### src/rtl/synth_pkg.sv
// Shared types and constants for the oscillator bank: wave types, register map,
// LFSR configuration and a ceil-log2 helper.
package synth_pkg;

  typedef enum logic [1:0] {
    WAVE_SAW    = 2'b00,
    WAVE_SQUARE = 2'b01,
    WAVE_TRI    = 2'b10,
    WAVE_NOISE  = 2'b11
  } wave_e;

  localparam int unsigned REG_STRIDE = 8;

  localparam logic [2:0] OFF_INCR_LO = 3'd0;
  localparam logic [2:0] OFF_GATE    = 3'd1;
  localparam logic [2:0] OFF_WAVE    = 3'd2;
  localparam logic [2:0] OFF_PW      = 3'd3;
  localparam logic [2:0] OFF_INCR_HI = 3'd4;

  localparam int unsigned LFSR_W     = 16;
  localparam logic [15:0] LFSR_SEED  = 16'hACE1;
  localparam int unsigned LFSR_TAP_A = 16;
  localparam int unsigned LFSR_TAP_B = 14;
  localparam int unsigned LFSR_TAP_C = 13;
  localparam int unsigned LFSR_TAP_D = 11;

  // Per-voice register file entry; gate[0] = gate, gate[1] = phase-reset-on-gate
  typedef struct packed {
    logic [7:0] incr_hi;
    logic [7:0] incr_lo;
    logic [7:0] pulse_width;
    wave_e      wave;
    logic [1:0] gate;
  } voice_regs_t;

  function automatic int unsigned clog2(input int unsigned n);
    int unsigned r;
    r = 0;
    for (int unsigned i = 0; i < 32; i++) begin
      if ((32'd1 << i) < n) r = i + 1;
    end
    return r;
  endfunction

endpackage

### src/rtl/osc_bank_if.sv
// Strobe-based register bus between the host and the oscillator bank.
interface osc_bank_if;
  logic [15:0] BusAddress;
  logic [7:0]  BusWriteData;
  logic [7:0]  BusReadData;
  logic        BusReadWrite;
  logic        BusClock;

  modport master (
    output BusAddress, BusWriteData, BusReadWrite, BusClock,
    input  BusReadData
  );

  modport slave (
    input  BusAddress, BusWriteData, BusReadWrite, BusClock,
    output BusReadData
  );
endinterface

### src/rtl/synth_voice.sv
// One oscillator voice: phase accumulator with gate-triggered phase reset,
// carry-clocked noise LFSR and a registered waveform shaper.
module synth_voice
  import synth_pkg::*;
#(
  parameter int unsigned ACC_W     = 16,
  parameter int unsigned OUT_W     = 8,
  parameter int unsigned VOICE_IDX = 0
) (
  input  logic             clk,
  input  logic             rst_n,
  input  logic             gate,
  input  logic             phase_clr,
  input  wave_e            wave,
  input  logic [7:0]       pulse_width,
  input  logic [ACC_W-1:0] incr,
  output logic [OUT_W-1:0] sample
);

  localparam logic [LFSR_W-1:0] LFSR_INIT = LFSR_SEED ^ LFSR_W'(VOICE_IDX);

  logic [ACC_W-1:0]  phase_q, phase_d;
  logic [LFSR_W-1:0] lfsr_q, lfsr_d;
  logic [OUT_W-1:0]  sample_q, sample_d;

  logic [ACC_W:0]    acc_sum_c;
  logic              lfsr_fb_c;
  logic [OUT_W-1:0]  p_c;
  logic [7:0]        p8_c;
  logic [OUT_W-1:0]  p_shl_c;
  logic [OUT_W-1:0]  shaped_c;

  // Accumulate while gated; a qualifying gate write overrides the accumulate
  always_comb begin
    acc_sum_c = {1'b0, phase_q} + {1'b0, incr};
    lfsr_fb_c = lfsr_q[LFSR_TAP_A-1] ^ lfsr_q[LFSR_TAP_B-1] ^
                lfsr_q[LFSR_TAP_C-1] ^ lfsr_q[LFSR_TAP_D-1];
    phase_d   = phase_q;
    lfsr_d    = lfsr_q;
    if (phase_clr) begin
      phase_d = '0;
    end else if (gate) begin
      phase_d = acc_sum_c[ACC_W-1:0];
      if (acc_sum_c[ACC_W]) lfsr_d = {lfsr_q[LFSR_W-2:0], lfsr_fb_c};
    end
  end

  always_comb begin
    p_c      = phase_q[ACC_W-1 -: OUT_W];
    p8_c     = phase_q[ACC_W-1 -: 8];
    p_shl_c  = p_c << 1;
    shaped_c = '0;
    case (wave)
      WAVE_SAW:    shaped_c = p_c;
      WAVE_SQUARE: shaped_c = (p8_c < pulse_width) ? '1 : '0;
      WAVE_TRI:    shaped_c = p_c[OUT_W-1] ? ~p_shl_c : p_shl_c;
      WAVE_NOISE:  shaped_c = lfsr_q[LFSR_W-1 -: OUT_W];
      default:     shaped_c = '0;
    endcase
    sample_d = gate ? shaped_c : '0;
  end

  always_ff @(posedge clk) begin
    if (!rst_n) begin
      phase_q  <= '0;
      lfsr_q   <= LFSR_INIT;
      sample_q <= '0;
    end else begin
      phase_q  <= phase_d;
      lfsr_q   <= lfsr_d;
      sample_q <= sample_d;
    end
  end

  assign sample = sample_q;

endmodule

### src/rtl/osc_bank.sv
// Multi-voice oscillator bank: bus strobe synchroniser, register file with
// readback, VOICES voice instances and an averaging mixer.
module osc_bank
  import synth_pkg::*;
#(
  parameter int unsigned VOICES    = 4,
  parameter int unsigned OUT_W     = 8,
  parameter int unsigned ACC_W     = 16,
  parameter logic [15:0] BASE_ADDR = 16'h0010
) (
  input  logic              Clock,
  input  logic              Reset,
  osc_bank_if.slave         bus,
  output logic [OUT_W-1:0]  Waveform,
  output logic [VOICES-1:0] VoiceActive
);

  localparam int unsigned LOG2V    = clog2(VOICES);
  localparam int unsigned MIX_W    = OUT_W + LOG2V;
  localparam int unsigned MAP_SPAN = REG_STRIDE * VOICES;

  logic bclk_s1_q, bclk_s1_d;
  logic bclk_s2_q, bclk_s2_d;
  logic bclk_s3_q, bclk_s3_d;

  voice_regs_t       regs_q [VOICES];
  voice_regs_t       regs_d [VOICES];
  logic [7:0]        rdata_q, rdata_d;
  logic [OUT_W-1:0]  mix_q, mix_d;
  logic [VOICES-1:0] active_q, active_d;

  logic [15:0]       off_c;
  logic              hit_c;
  logic              wr_c;
  logic [VOICES-1:0] phase_clr_c;
  logic [MIX_W-1:0]  mix_sum_c;
  logic [OUT_W-1:0]  voice_sample [VOICES];

  // Strobe crosses into Clock via two flops; third flop forms the edge detector
  always_comb begin
    bclk_s1_d = bus.BusClock;
    bclk_s2_d = bclk_s1_q;
    bclk_s3_d = bclk_s2_q;
    off_c     = bus.BusAddress - BASE_ADDR;
    hit_c     = (bus.BusAddress >= BASE_ADDR) && (off_c < 16'(MAP_SPAN));
    wr_c      = bclk_s2_q && !bclk_s3_q && bus.BusReadWrite && hit_c;
  end

  always_comb begin
    phase_clr_c = '0;
    for (int unsigned v = 0; v < VOICES; v++) begin
      regs_d[v] = regs_q[v];
      if (wr_c && (off_c[15:3] == 13'(v))) begin
        case (off_c[2:0])
          OFF_INCR_LO: regs_d[v].incr_lo     = bus.BusWriteData;
          OFF_GATE: begin
            regs_d[v].gate = bus.BusWriteData[1:0];
            phase_clr_c[v] = !regs_q[v].gate[0] && bus.BusWriteData[0] && bus.BusWriteData[1];
          end
          OFF_WAVE:    regs_d[v].wave        = wave_e'(bus.BusWriteData[1:0]);
          OFF_PW:      regs_d[v].pulse_width = bus.BusWriteData;
          OFF_INCR_HI: regs_d[v].incr_hi     = bus.BusWriteData;
          default:     ;
        endcase
      end
    end
  end

  // Readback follows BusAddress every cycle; reserved and unmapped read as zero
  always_comb begin
    rdata_d = 8'h00;
    for (int unsigned v = 0; v < VOICES; v++) begin
      if (hit_c && (off_c[15:3] == 13'(v))) begin
        case (off_c[2:0])
          OFF_INCR_LO: rdata_d = regs_q[v].incr_lo;
          OFF_GATE:    rdata_d = {6'b0, regs_q[v].gate};
          OFF_WAVE:    rdata_d = {6'b0, regs_q[v].wave};
          OFF_PW:      rdata_d = regs_q[v].pulse_width;
          OFF_INCR_HI: rdata_d = regs_q[v].incr_hi;
          default:     rdata_d = 8'h00;
        endcase
      end
    end
  end

  always_comb begin
    mix_sum_c = '0;
    active_d  = '0;
    for (int unsigned v = 0; v < VOICES; v++) begin
      mix_sum_c   = mix_sum_c + MIX_W'(voice_sample[v]);
      active_d[v] = regs_q[v].gate[0];
    end
    mix_d = OUT_W'(mix_sum_c >> LOG2V);
  end

  always_ff @(posedge Clock) begin
    if (!Reset) begin
      bclk_s1_q <= 1'b0;
      bclk_s2_q <= 1'b0;
      bclk_s3_q <= 1'b0;
      for (int unsigned v = 0; v < VOICES; v++) regs_q[v] <= '0;
      rdata_q   <= 8'h00;
      mix_q     <= '0;
      active_q  <= '0;
    end else begin
      bclk_s1_q <= bclk_s1_d;
      bclk_s2_q <= bclk_s2_d;
      bclk_s3_q <= bclk_s3_d;
      for (int unsigned v = 0; v < VOICES; v++) regs_q[v] <= regs_d[v];
      rdata_q   <= rdata_d;
      mix_q     <= mix_d;
      active_q  <= active_d;
    end
  end

  for (genvar g = 0; g < VOICES; g++) begin : g_voice
    synth_voice #(
      .ACC_W     (ACC_W),
      .OUT_W     (OUT_W),
      .VOICE_IDX (g)
    ) u_voice (
      .clk         (Clock),
      .rst_n       (Reset),
      .gate        (regs_q[g].gate[0]),
      .phase_clr   (phase_clr_c[g]),
      .wave        (regs_q[g].wave),
      .pulse_width (regs_q[g].pulse_width),
      .incr        (ACC_W'({regs_q[g].incr_hi, regs_q[g].incr_lo})),
      .sample      (voice_sample[g])
    );
  end

  assign bus.BusReadData = rdata_q;
  assign Waveform        = mix_q;
  assign VoiceActive     = active_q;

endmodule

### src/flat_wrapper.sv
// flat-port wrapper written by rule: the top's interface ports become plain ports
module osc_bank_flat import synth_pkg::*;
#(
  parameter int unsigned VOICES    = 4,
  parameter int unsigned OUT_W     = 8,
  parameter int unsigned ACC_W     = 16,
  parameter logic [15:0] BASE_ADDR = 16'h0010
)
  (Clock, Reset, Waveform, VoiceActive, bus_BusAddress, bus_BusWriteData, bus_BusReadWrite, bus_BusClock, bus_BusReadData);
  osc_bank_if bus_i ();
  input  logic Clock;
  input  logic Reset;
  output logic [OUT_W-1:0] Waveform;
  output logic [VOICES-1:0] VoiceActive;
  input wire logic [$bits(bus_i.BusAddress)-1:0] bus_BusAddress;
  input wire logic [$bits(bus_i.BusWriteData)-1:0] bus_BusWriteData;
  input wire logic [$bits(bus_i.BusReadWrite)-1:0] bus_BusReadWrite;
  input wire logic [$bits(bus_i.BusClock)-1:0] bus_BusClock;
  output wire logic [$bits(bus_i.BusReadData)-1:0] bus_BusReadData;
  assign bus_i.BusAddress = bus_BusAddress;
  assign bus_i.BusWriteData = bus_BusWriteData;
  assign bus_i.BusReadWrite = bus_BusReadWrite;
  assign bus_i.BusClock = bus_BusClock;
  assign bus_BusReadData = bus_i.BusReadData;
  osc_bank #(.VOICES(VOICES), .OUT_W(OUT_W), .ACC_W(ACC_W), .BASE_ADDR(BASE_ADDR)) u_core (.Clock(Clock), .Reset(Reset), .bus(bus_i), .Waveform(Waveform), .VoiceActive(VoiceActive));
endmodule
### config.mk
export PLATFORM = sky130hd
export DESIGN_NAME = osc_bank_flat
export DESIGN_NICKNAME = d
export VERILOG_FILES = /design/src/rtl/synth_pkg.sv /design/src/rtl/osc_bank_if.sv /design/src/rtl/synth_voice.sv /design/src/rtl/osc_bank.sv /design/src/flat_wrapper.sv
export SDC_FILE = /design/constraint.sdc
export NUM_CORES = 1
export LEC_CHECK = 0
export ABC_CLOCK_PERIOD_IN_PS = 7600
export CORE_UTILIZATION = 50
export CTS_BUF_LIST = sky130_fd_sc_hd__clkbuf_4
export DETAILED_ROUTE_END_ITERATION = 7
export DONT_BUFFER_PORTS = 1
export PLACE_DENSITY = 0.64
export REMOVE_ABC_BUFFERS = 1
export SLEW_MARGIN = 10
export SYNTH_ARGS = -nofsm -noshare
export SYNTH_HDL_FRONTEND = slang
export SYNTH_SLANG_ARGS = --single-unit
### constraint.sdc
create_clock -name Clock -period 7.6 [get_ports Clock]
set_input_delay 0.76 -clock Clock [delete_from_list [all_inputs] [get_ports Clock]]
set_output_delay 0.76 -clock Clock [all_outputs]
set_load 0.03 [all_outputs]
# Yosys cells after proc, flatten, opt, wreduce, memory -nomap -nowiden
# Memory sizes are Yosys's and may differ from the RTL's.
# Cells that the tools add are included.
# totals
register_bits	183
ram_bits	112
in_bits	28
elab_cells	178
memories	1
# op_classes
add_sub_neg	8
n_lt_le_gt_ge	6
eq_ne	19
muxes	58
bitwise_logic	25
reduce_logical	43
# mem_list
memory	words	word_bits	read_ports	rd_clocked_by_memory_dff	wr	line	rtl
u_core.regs_q	4	28	4	0	4	osc_bank.sv:26	voice_regs_t regs_q [VOICES];
# ops
cell	count
28-bit two-way mux	8
8-bit two-way mux	24
8-bit one-hot mux with 5 select lines	4
8-bit one-hot mux with 4 select lines	4
16-bit by 16-bit adder with 17-bit output	4
8-bit less-than comparator	4
8-bit inverter	4
13-bit by 2-bit equality test with 1-bit output (second input constant)	2
10-bit by 8-bit adder with 10-bit output	2
1-bit logical AND	20
2-bit equality test (second input constant)	8
16-bit by 5-bit >= comparator with 1-bit output (second input constant)	1
16-bit by 6-bit less-than comparator with 1-bit output (second input constant)	1
2-bit two-way mux	8
16-bit by 5-bit subtractor with 16-bit output (second input constant)	1
13-bit by 1-bit equality test with 1-bit output (second input constant)	1
13-bit logical NOT	1
3-bit AND reduction	4
1-bit bitwise XOR	12
1-bit two-way mux	10
8-bit by 8-bit adder with 9-bit output	1
2-bit by 1-bit equality test with 1-bit output (second input constant)	4
2-bit logical NOT	4
2-bit AND reduction	4
other kinds (8)	23

# Depth between registers and ports, before layout
# Gate-level depths: netlist (run 1).
# depth
word_depth	8
depth_mapped	14

# Modules after synthesis
# From an unflattened synthesis (run 1), not the netlist that was laid out.
# unflattened
cells_unflattened	1998
area_unflattened_um2	17382.9
# modules_own_cells
module	n_inst	cells_each	area_each_um2
osc_bank	1	720	6725.2
synth_voice (u_core.g_voice[2].u_voice)	1	342	2821.5
synth_voice (u_core.g_voice[3].u_voice)	1	327	2707.6
synth_voice (u_core.g_voice[1].u_voice)	1	298	2591.2
synth_voice (u_core.g_voice[0].u_voice)	1	311	2537.4

# Least setup slack after synthesis (run 1)
# OpenSTA, ideal clock, no wires.
# synth_timing
path_kind	reg2reg
startpoint	reg u_core.g_voice[1].u_voice.sample_q[0]
endpoint	reg u_core.mix_q[6], in the netlist u_core.Waveform[6]
setup_ns	0.142
arrival_time_ns	3.284
setup_slack_ns	4.174
path_stages_with_launch	14
n_path_buf	0
synth_period_minus_slack_ns	3.426
path_cell_list	dfxtp_1 ha_1 fa_1 a21o_1 a21oi_1 o21bai_1 a21oi_1 xor2_1 fa_1 inv_1 ha_1 o211a_1 nor4_1 or4b_2
# synth_via
elab_chain_cells	3
# synth_lines
item	line	rtl
start, declared	synth_voice.sv:24	logic [OUT_W-1:0] sample_q, sample_d;
start signal, assigned	synth_voice.sv:71	sample_q <= sample_d;
8-bit by 8-bit adder with 9-bit output	osc_bank.sv:90	mix_sum_c = mix_sum_c + MIX_W'(voice_sample[v]);
10-bit by 8-bit adder with 10-bit output (2 in series)	osc_bank.sv:90	
end signal, assigned	osc_bank.sv:111	mix_q <= mix_d;
end, declared	osc_bank.sv:29	logic [OUT_W-1:0] mix_q, mix_d;
# Every way passes these cells.
# A chain may end at the register's enable or synchronous reset.

# Final worst setup path (run 1)
# Ends and elaborated chain as after synthesis.

==> results of run 1 <==
worst max-delay path, stage by stage (launching register included):
cell	delay [ns]
sky130_fd_sc_hd__dfxtp_1	0.31
sky130_fd_sc_hd__ha_1	0.22
sky130_fd_sc_hd__fa_1	0.41
sky130_fd_sc_hd__a21o_1	0.20
sky130_fd_sc_hd__a21oi_1	0.22
sky130_fd_sc_hd__o21bai_1	0.09
sky130_fd_sc_hd__a21oi_1	0.23
sky130_fd_sc_hd__xor2_1	0.11
sky130_fd_sc_hd__fa_1	0.48
sky130_fd_sc_hd__inv_1	0.04
sky130_fd_sc_hd__ha_1	0.30
sky130_fd_sc_hd__o211a_1	0.19
sky130_fd_sc_hd__nor4_1	0.06
sky130_fd_sc_hd__or4b_2	0.66
sequential cells by signal (all words and copies together), names as in the netlist:
register,flops
u_core.VoiceActive,4
u_core.Waveform,8
u_core.bclk_s1_q,1
u_core.bclk_s2_q,1
u_core.bclk_s3_q,1
u_core.bus.BusReadData,8
u_core.g_voice.u_voice.lfsr_q,64
u_core.g_voice.u_voice.phase_q,64
u_core.g_voice.u_voice.sample,32
u_core.regs_q,112
per-stage QoR:
stage	total power (W)	worst slack [ns]	hold WS, ns
2_1_floorplan	0.00162	3.30	0.412
5_1_grt	0.00308	3.72	0.0404
4_1_cts	0.00299	3.93	0.0436
3_5_place_dp	0.00164	3.54	0.424
6_report	0.00295	3.92	0.111
3_3_place_gp	0.00164	3.57	0.419
power breakdown:
part | leakage [nW] | total (W) | internal (W) | switching (W)
clock | 0.576 | 0.00134 | 0.000691 | 0.000654
sequential | 2.38 | 0.00155 | 0.00155 | 0.000000197
combinational | 5.03 | 0.0000573 | 0.0000176 | 0.0000397
total | 7.98 | 0.00295 | 0.00225 | 0.000694
layout by cell type (no fill, tap or decap), types with 8 or more instances in the layout:
cell type	Yosys	routed
sky130_fd_sc_hd__nor2b_1	18	18
sky130_fd_sc_hd__dfxtp_1	295	295
sky130_fd_sc_hd__o311a_1	9	9
sky130_fd_sc_hd__o211ai_1	32	32
sky130_fd_sc_hd__a211oi_1	20	20
sky130_fd_sc_hd__ha_1	109	109
sky130_fd_sc_hd__mux2i_1	195	195
sky130_fd_sc_hd__clkbuf_4	0	115
sky130_fd_sc_hd__nor3_1	20	20
sky130_fd_sc_hd__nand2b_1	9	9
sky130_fd_sc_hd__buf_4	1	8
sky130_fd_sc_hd__fa_1	13	13
sky130_fd_sc_hd__o21a_1	12	12
sky130_fd_sc_hd__mux2_2	28	28
sky130_fd_sc_hd__xnor2_1	65	65
sky130_fd_sc_hd__nand4_1	8	8
sky130_fd_sc_hd__inv_1	99	99
sky130_fd_sc_hd__a22oi_1	21	21
sky130_fd_sc_hd__and3_1	9	9
sky130_fd_sc_hd__nand2_1	140	140
sky130_fd_sc_hd__o21ai_0	67	67
sky130_fd_sc_hd__and2_1	12	12
sky130_fd_sc_hd__clkinv_1	4	15
sky130_fd_sc_hd__nor3b_1	8	8
sky130_fd_sc_hd__nand3_1	59	59
sky130_fd_sc_hd__nor2_1	252	251
sky130_fd_sc_hd__a221oi_1	12	12
sky130_fd_sc_hd__or3_1	14	14
sky130_fd_sc_hd__a31oi_1	15	15
sky130_fd_sc_hd__a21oi_1	120	120
sky130_fd_sc_hd__a21o_1	22	22
sky130_fd_sc_hd__o31ai_1	8	8
sky130_fd_sc_hd__xor2_1	15	15
sky130_fd_sc_hd__o21bai_1	11	11
sky130_fd_sc_hd__nand3_2	11	11
routing by layer:
metal / wire length [µm] / global-route usage / part of all wire
met5: 8 / 0 / 0.00019
met4: 1160 / 0.0967 / 0.027
met3: 2780 / 0.0710 / 0.064
met2: 19700 / 0.407 / 0.46
met1: 19400 / 0.326 / 0.45
logic make-up (layout without fill, tap and decap cells):
family / count (synthesis) / count (layout) / synth area share
other cells: 0 / 3 / 0
compound gates: 419 / 419 / 0.171
fa+ha+maj: 122 / 122 / 0.0961
buf+inv: 208 / 245 / 0.0483
xor+xnor: 80 / 80 / 0.0415
simple gates: 587 / 587 / 0.159
flops: 295 / 295 / 0.349
mux: 223 / 223 / 0.134
synth_stat cells (22+ instances only):
library cell	count
sky130_fd_sc_hd__nand2_1	140
sky130_fd_sc_hd__o21ai_0	67
sky130_fd_sc_hd__clkbuf_1	80
sky130_fd_sc_hd__nand3_1	59
sky130_fd_sc_hd__ha_1	109
sky130_fd_sc_hd__o211ai_1	32
sky130_fd_sc_hd__inv_1	99
sky130_fd_sc_hd__nor2_1	252
sky130_fd_sc_hd__a21o_1	22
sky130_fd_sc_hd__mux2i_1	195
sky130_fd_sc_hd__a21oi_1	120
sky130_fd_sc_hd__dfxtp_1	295
sky130_fd_sc_hd__xnor2_1	65
sky130_fd_sc_hd__mux2_2	28
cell type report:
type | count | area, µm² | share of cell area
Tap cell | 442 | 553 | 0.0307
Clock buffer | 115 | 863 | 0.0479
Multi-Input combinational cell | 1431 | 10200 | 0.565
Antenna cell | 3 | 7.51 | 0.000416
Sequential cell | 295 | 5910 | 0.327
Timing Repair Buffer | 8 | 60.1 | 0.00333
Inverter | 103 | 389 | 0.0216
Clock inverter | 19 | 77.6 | 0.00430
how the worst min path moves through the flow:
stage	from	end	slack [ns]	cells past startpoint
final	Reset	u_core.g_voice[3].u_voice.lfsr_q[5]$_SDFFE_PN1P_	0.11	1
after global routing	Reset	u_core.g_voice[3].u_voice.lfsr_q[5]$_SDFFE_PN1P_	0.04	1
after CTS	Reset	u_core.g_voice[3].u_voice.lfsr_q[7]$_SDFFE_PN1P_	0.04	1
after detailed placement	u_core.bclk_s1_q$_SDFF_PN0_	u_core.bclk_s2_q$_SDFF_PN0_	0.42	1
after global placement	u_core.bclk_s1_q$_SDFF_PN0_	u_core.bclk_s2_q$_SDFF_PN0_	0.42	1
after floorplan	u_core.bclk_s1_q$_SDFF_PN0_	u_core.bclk_s2_q$_SDFF_PN0_	0.41	1
==> flow_summary.yaml, run 1 <==
routing:
  drt_drc_violations_left: 0
  routed_via_density: 5.74
  drt_pre_antenna_iters: 5
  postRouteAntennaNets: 0
  num_vias: 13900
  postRouteWirelength_mm: 43.1
  drt_iter0_drc: 989
  avgRoutedWirePerCell_um: 17.8
placement:
  globalplace.congestion: 0.920
  portBuffers: 0
  placed_area_um2: 17100
  dp.final_hpwl_mm: 29.9
  post-place-cells: 2279
synthesis:
  yosys_most_used_dff: "sky130_fd_sc_hd__dfxtp_1"
  yosysWarnings: 0
  synth_edf_count: 0
  yosysUniqueCellTypes: 76
  synth_seq_area_share: 0.349
  synth_largest_type_area_fraction: 0.349
  post_synth.cell_area_avg_um2: 8.74
  postSynth.asyncResetShare: 0
  synthDominantAreaCellType: "sky130_fd_sc_hd__dfxtp_1"
  yosys-top-cells-area: "sky130_fd_sc_hd__dfxtp_1, sky130_fd_sc_hd__mux2i_1, sky130_fd_sc_hd__ha_1, sky130_fd_sc_hd__nor2_1, sky130_fd_sc_hd__a21oi_1"
  ys_ff_latch: 295
  synthesis.area_um2: 16900
  syn_inst: 1934
clock_tree:
  clock_sink_count: 295
  post_cts.repair.setup_buffers: 0
  clk_pin_slew_ns: 0.07
  cts_hold_buffers: 0
  clock-root-buffer: "sky130_fd_sc_hd__clkbuf_4"
  clock_tree.buffer_depth: 3
  tritoncts_clock_tree: "done"
  clock_latency_ns: 0.73
  h-tree-depth: 3
  cts_buffers: 82
  post_cts.resized_instances: 0
setup_path:
  worstReg2RegEnd: "u_core.Waveform[6]$_SDFF_PN0_"
  rrSetupSlack_ns: 3.92
  arrival_ns: 4.25
  worst_r2r_startpoint: "u_core.g_voice[1].u_voice.sample[0]$_SDFF_PN0_"
  path_max_fanout: 3
  worst-r2r-cell-count: 13
  crit_path_end: "u_core.Waveform[6]$_SDFF_PN0_"
  critical_path_required_ns: 8.18
  start_kind: "register"
  criticalPathCategory: "register to register"
  worst_setup_path_end_kind: "register"
  worstSetupStartpoint: "u_core.g_voice[1].u_voice.sample[0]$_SDFF_PN0_"
timing:
  final.min_clock_period_ns: 3.68
  slew_headroom: 0.241
  setup_violations: 0
  fraction_of_the_cycle_the_final_worst_path_needs: 0.484
  clock-skew-final_ns: 0.0357
  timing.setup.tns_ns: 0
  final_hold_violation_count: 0
  max_slew.worst_pin.slew_ns: 1.14
  timing_max_transition_violations_final: 0
  grt_setup_unrepaired: "false"
  maxClockFrequency_mhz: 272
global_route:
  total_routing_usage_gr: 0.255
  vias_in_the_first_global_route: 12900
  first_pass_grt_wire_length_mm: 68.9
  gr-total-overflow: 0
  antenna_violations_before_repair: 6
  grt_max_degree: 69
final_layout:
  layout.cell_area.non_filler_um2: 18000
  post_route_cells_drive_above_1_share: 0.0984
  fin_util: 0.549
  fin_nets: 2071
  fillCellCount: 3109
  layout-area-overhead-vs-synth_pct: 6.72
  layout.cells.non_filler: 2416
power:
  vdd_drop_max_mv: 0.100
  powerDensity_nw_per_um2: 163
  p_leak_nw: 7.98
floorplan:
  floorplan.die.width_um: 186
  core_footprint_um2: 32900
  fp.dieH_um: 186
  initial_core_utilization: 0.514
  floorplan.die_area_um2: 34500
  pin_count: 48
  floorplan.rows: 66
job:
  max_cap_violations: 0
hold_path:
  timing.hold.worst.class: "primary input to register"
outcome:
  outcome: "complete, no violations"
Power figures use the tool's default switching activity.
==> inputs of run 2 (changes only) <==
--- a/config.mk
+++ b/config.mk
@@ -5,12 +5,13 @@
 export SDC_FILE = /design/constraint.sdc
 export NUM_CORES = 1
 export LEC_CHECK = 0
-export ABC_CLOCK_PERIOD_IN_PS = 7600
+export ABC_AREA = 1
+export ABC_CLOCK_PERIOD_IN_PS = 3350
 export CORE_UTILIZATION = 50
 export CTS_BUF_LIST = sky130_fd_sc_hd__clkbuf_4
 export DETAILED_ROUTE_END_ITERATION = 7
 export DONT_BUFFER_PORTS = 1
-export PLACE_DENSITY = 0.64
+export PLACE_DENSITY = 0.67
 export REMOVE_ABC_BUFFERS = 1
 export SLEW_MARGIN = 10
 export SYNTH_ARGS = -nofsm -noshare
==> constraint.sdc (replaced) <==
create_clock -name Clock -period 3.35 [get_ports Clock]
set_input_delay 0.335 -clock Clock [delete_from_list [all_inputs] [get_ports Clock]]
set_output_delay 0.335 -clock Clock [all_outputs]
set_load 0.03 [all_outputs]
==> run 2 against run 1 <==
Compared with the run above: first-iteration DRC count is 26% higher; worst hold slack worse by 0.067 ns; routed wire length increased by 12%; critical path depth grew 3; clock skew grew 0.032 ns; total power rose by 150%; count of clock-buffer cells in the layout is 8 higher; largest power group is now the clock network.
==> flow_summary.yaml, run 2 <==
clock_tree:
  tritoncts_clock_tree: "done"
  h-tree-depth: 3
  clk_pin_slew_ns: 0.06
  cts_buffers: 85
  clock_sink_count: 295
  post_cts.repair.setup_buffers: 0
  clock_latency_ns: 0.81
  clock-root-buffer: "sky130_fd_sc_hd__clkbuf_4"
  clock_tree.buffer_depth: 3
floorplan:
  fp.dieH_um: 187
  pin_count: 48
  floorplan.die_area_um2: 34800
  floorplan.die.width_um: 187
  core_footprint_um2: 33500
  floorplan.rows: 67
  initial_core_utilization: 0.508
placement:
  placed_area_um2: 17400
  globalplace.congestion: 0.914
  portBuffers: 0
  dp.final_hpwl_mm: 33.7
synthesis:
  synth_seq_area_share: 0.347
  synth_largest_type_area_fraction: 0.347
  ys_ff_latch: 295
  post_synth.cell_area_avg_um2: 6.87
  yosysUniqueCellTypes: 53
  yosysWarnings: 0
  synth_edf_count: 0
  netlist_top_cells_count: "sky130_fd_sc_hd__nand2_1, sky130_fd_sc_hd__dfxtp_1, sky130_fd_sc_hd__nor2_1"
  synthesis.area_um2: 17000
  syn_inst: 2478
  synth_adder_area_share: 0.0954
  postSynth.asyncResetShare: 0
  yosys-top-cells-area: "sky130_fd_sc_hd__dfxtp_1, sky130_fd_sc_hd__nand2_1, sky130_fd_sc_hd__ha_1, sky130_fd_sc_hd__nor2_1, sky130_fd_sc_hd__a21oi_1"
  synthDominantAreaCellType: "sky130_fd_sc_hd__dfxtp_1"
  yosys-mux-area-fraction: 0
  post_synthesis_share_of_cell_area_spent_on_xor_and_xnor_gates: 0.0144
  synthMostInstantiatedCell: "sky130_fd_sc_hd__nand2_1"
  synth_compound_gate_area_share: 0.165
  synth_top_family_by_area: "simple AND/OR/NAND/NOR gates"
  yosys_most_used_dff: "sky130_fd_sc_hd__dfxtp_1"
  yosys.area_share.simple: 0.299
global_route:
  antenna_violations_before_repair: 3
  vias_in_the_first_global_route: 15700
  total_routing_usage_gr: 0.278
  gr-total-overflow: 0
  first_pass_grt_wire_length_mm: 78.5
  grt_max_degree: 179
timing:
  grt_setup_unrepaired: "false"
  max_slew.worst_pin.slew_ns: 0.766
  slew_headroom: 0.489
  timing_max_transition_violations_final: 0
  hold-worst-slack_ns: 0.0444
  setup_violations: 0
  clock-skew-final_ns: 0.0674
  maxClockFrequency_mhz: 322
  fraction_of_the_cycle_the_final_worst_path_needs: 0.926
  timing.setup.tns_ns: 0
  final_hold_violation_count: 0
  final.min_clock_period_ns: 3.10
routing:
  postRouteAntennaNets: 0
  drt_iter0_drc: 1247
  routed_via_density: 5.45
  avgRoutedWirePerCell_um: 15.9
  drt_pre_antenna_iters: 6
  drt_drc_violations_left: 0
  num_vias: 16500
  postRouteWirelength_mm: 48.1
power:
  powerDensity_nw_per_um2: 391
  totalPowerFinal_w: 0.00731
  p_leak_nw: 8.09
  vdd_drop_max_mv: 0.244
setup_path:
  arrival_ns: 3.82
  criticalPathCategory: "register to register"
  path_max_fanout: 4
  start_kind: "register"
  critical_path_required_ns: 4.06
  worst_setup_path_end_kind: "register"
final_layout:
  fin_util: 0.558
  most-common-layout-cells: "sky130_fd_sc_hd__nand2_1, sky130_fd_sc_hd__dfxtp_1, sky130_fd_sc_hd__nor2_1"
  largest-register: "u_core.regs_q"
  register_area_um2: 5910
  flip_flop_count_of_the_largest_register_after_layout: 112
  post_route_cells_drive_above_1_share: 0.0887
  fillCellCount: 3255
  layout.cell_area.non_filler_um2: 18700
  top_regs: "u_core.regs_q: 112 flops, u_core.g_voice.u_voice.lfsr_q: 64 flops, u_core.g_voice.u_voice.phase_q: 64 flops"
  multi_input_comb_area_um2: 9790
  mostFrequentLayoutCell: "sky130_fd_sc_hd__nand2_1"
  fin_nets: 2670
  layout-area-overhead-vs-synth_pct: 9.95
hold_path:
  timing.hold.worst.class: "primary input to register"
job:
  max_cap_violations: 0
outcome:
  outcome: "complete, no violations"
-- run 2: cell types whose count changed in the layout (fill, tap and decap cells not counted), moves of 24 or more --
cell	before	now
sky130_fd_sc_hd__a41oi_1	0	24
sky130_fd_sc_hd__nand2_1	140	647
sky130_fd_sc_hd__nor2_1	251	291
sky130_fd_sc_hd__a21oi_1	120	200
sky130_fd_sc_hd__inv_1	99	243
sky130_fd_sc_hd__nand3_1	59	154
sky130_fd_sc_hd__mux2i_1	195	0
sky130_fd_sc_hd__o21ai_0	67	149
sky130_fd_sc_hd__xnor2_1	65	20
sky130_fd_sc_hd__mux2_2	28	0
-- run 2: report_power, final --
| group | switching, W | leakage, nW | internal (W) |
|---|---|---|---|
| logic | 0.000180 | 5.05 | 0.0000577 |
| registers | 0.000000379 | 2.38 | 0.00351 |
| clock network | 0.00159 | 0.663 | 0.00198 |
| total | 0.00177 | 8.09 | 0.00555 |
-- run 2: final cells by class --
cell class | count | share of cell area
multi-input cells | 1846 | 0.523
clock inverters | 25 | 0.0110
inverters | 255 | 0.0520
well taps | 448 | 0.0300
repair buffers | 37 | 0.0186
flip-flops and latches | 295 | 0.316
diodes | 3 | 0.000401
clock buffers | 123 | 0.0493
-- run 2: worst paths after layout --
| path | slack [ns] | depth (start not counted) | end | startpoint |
|---|---|---|---|---|
| hold reg to reg | 0.41 | 2 | u_core.bclk_s2_q$_SDFF_PN0_ | u_core.bclk_s1_q$_SDFF_PN0_ |
| hold / removal | 0.04 | 2 | u_core.g_voice[0].u_voice.lfsr_q[15]$_SDFFE_PN1P_ | Reset |
| setup reg to reg | 0.25 | 16 | u_core.Waveform[6]$_SDFF_PN0_ | u_core.g_voice[1].u_voice.sample[0]$_SDFF_PN0_ |
| setup / recovery | 0.25 | 16 | u_core.Waveform[6]$_SDFF_PN0_ | u_core.g_voice[1].u_voice.sample[0]$_SDFF_PN0_ |
-- run 2: per-stage QoR --
step                      std cells  worst slack [ns]
after global routing           3032            0.0266
after CTS                      3029             0.153
after global placement         2865             0.242
final                          3032             0.248
after detailed placement       2865             0.210
after floorplan                2396             0.357
-- run 2: routing by layer --
layer / vias up / wire length [µm] / track usage
li1: 8293 / - / -
met1: 7561 / 21400 / 0.357
met2: 525 / 22000 / 0.450
met3: 136 / 2790 / 0.0463
met4: 0 / 1910 / 0.141
met5: - / 0 / 0
-- run 2: cell families after synthesis --
kind of cell | Yosys count
xor gates and xnor gates | 28
buffers and inverters | 337
AOI/OAI and AO/OA | 495
DFF | 295
and+or+nand+nor | 1201
adders and majority gates | 122
-- run 2: timing repair --
item,4_1_cts,5_1_grt
endpoints found under the setup margin,0,1
hold endpoints to repair,266,0
hold buffers,16,0
resized for setup,0,4
-- run 2: worst max-delay path, cell delays in order (launching register included) --
cell	delay, ns
sky130_fd_sc_hd__dfxtp_1	0.31
sky130_fd_sc_hd__ha_1	0.22
sky130_fd_sc_hd__fa_1	0.41
sky130_fd_sc_hd__nand3_1	0.10
sky130_fd_sc_hd__nand2_1	0.08
sky130_fd_sc_hd__a21oi_1	0.13
sky130_fd_sc_hd__o21ai_0	0.14
sky130_fd_sc_hd__xnor2_1	0.17
sky130_fd_sc_hd__fa_1	0.49
sky130_fd_sc_hd__inv_1	0.04
sky130_fd_sc_hd__ha_1	0.28
sky130_fd_sc_hd__inv_1	0.08
sky130_fd_sc_hd__nor3_2	0.16
sky130_fd_sc_hd__nand2_1	0.07
sky130_fd_sc_hd__o311ai_1	0.10
sky130_fd_sc_hd__o21ai_0	0.11
sky130_fd_sc_hd__a21oi_1	0.15
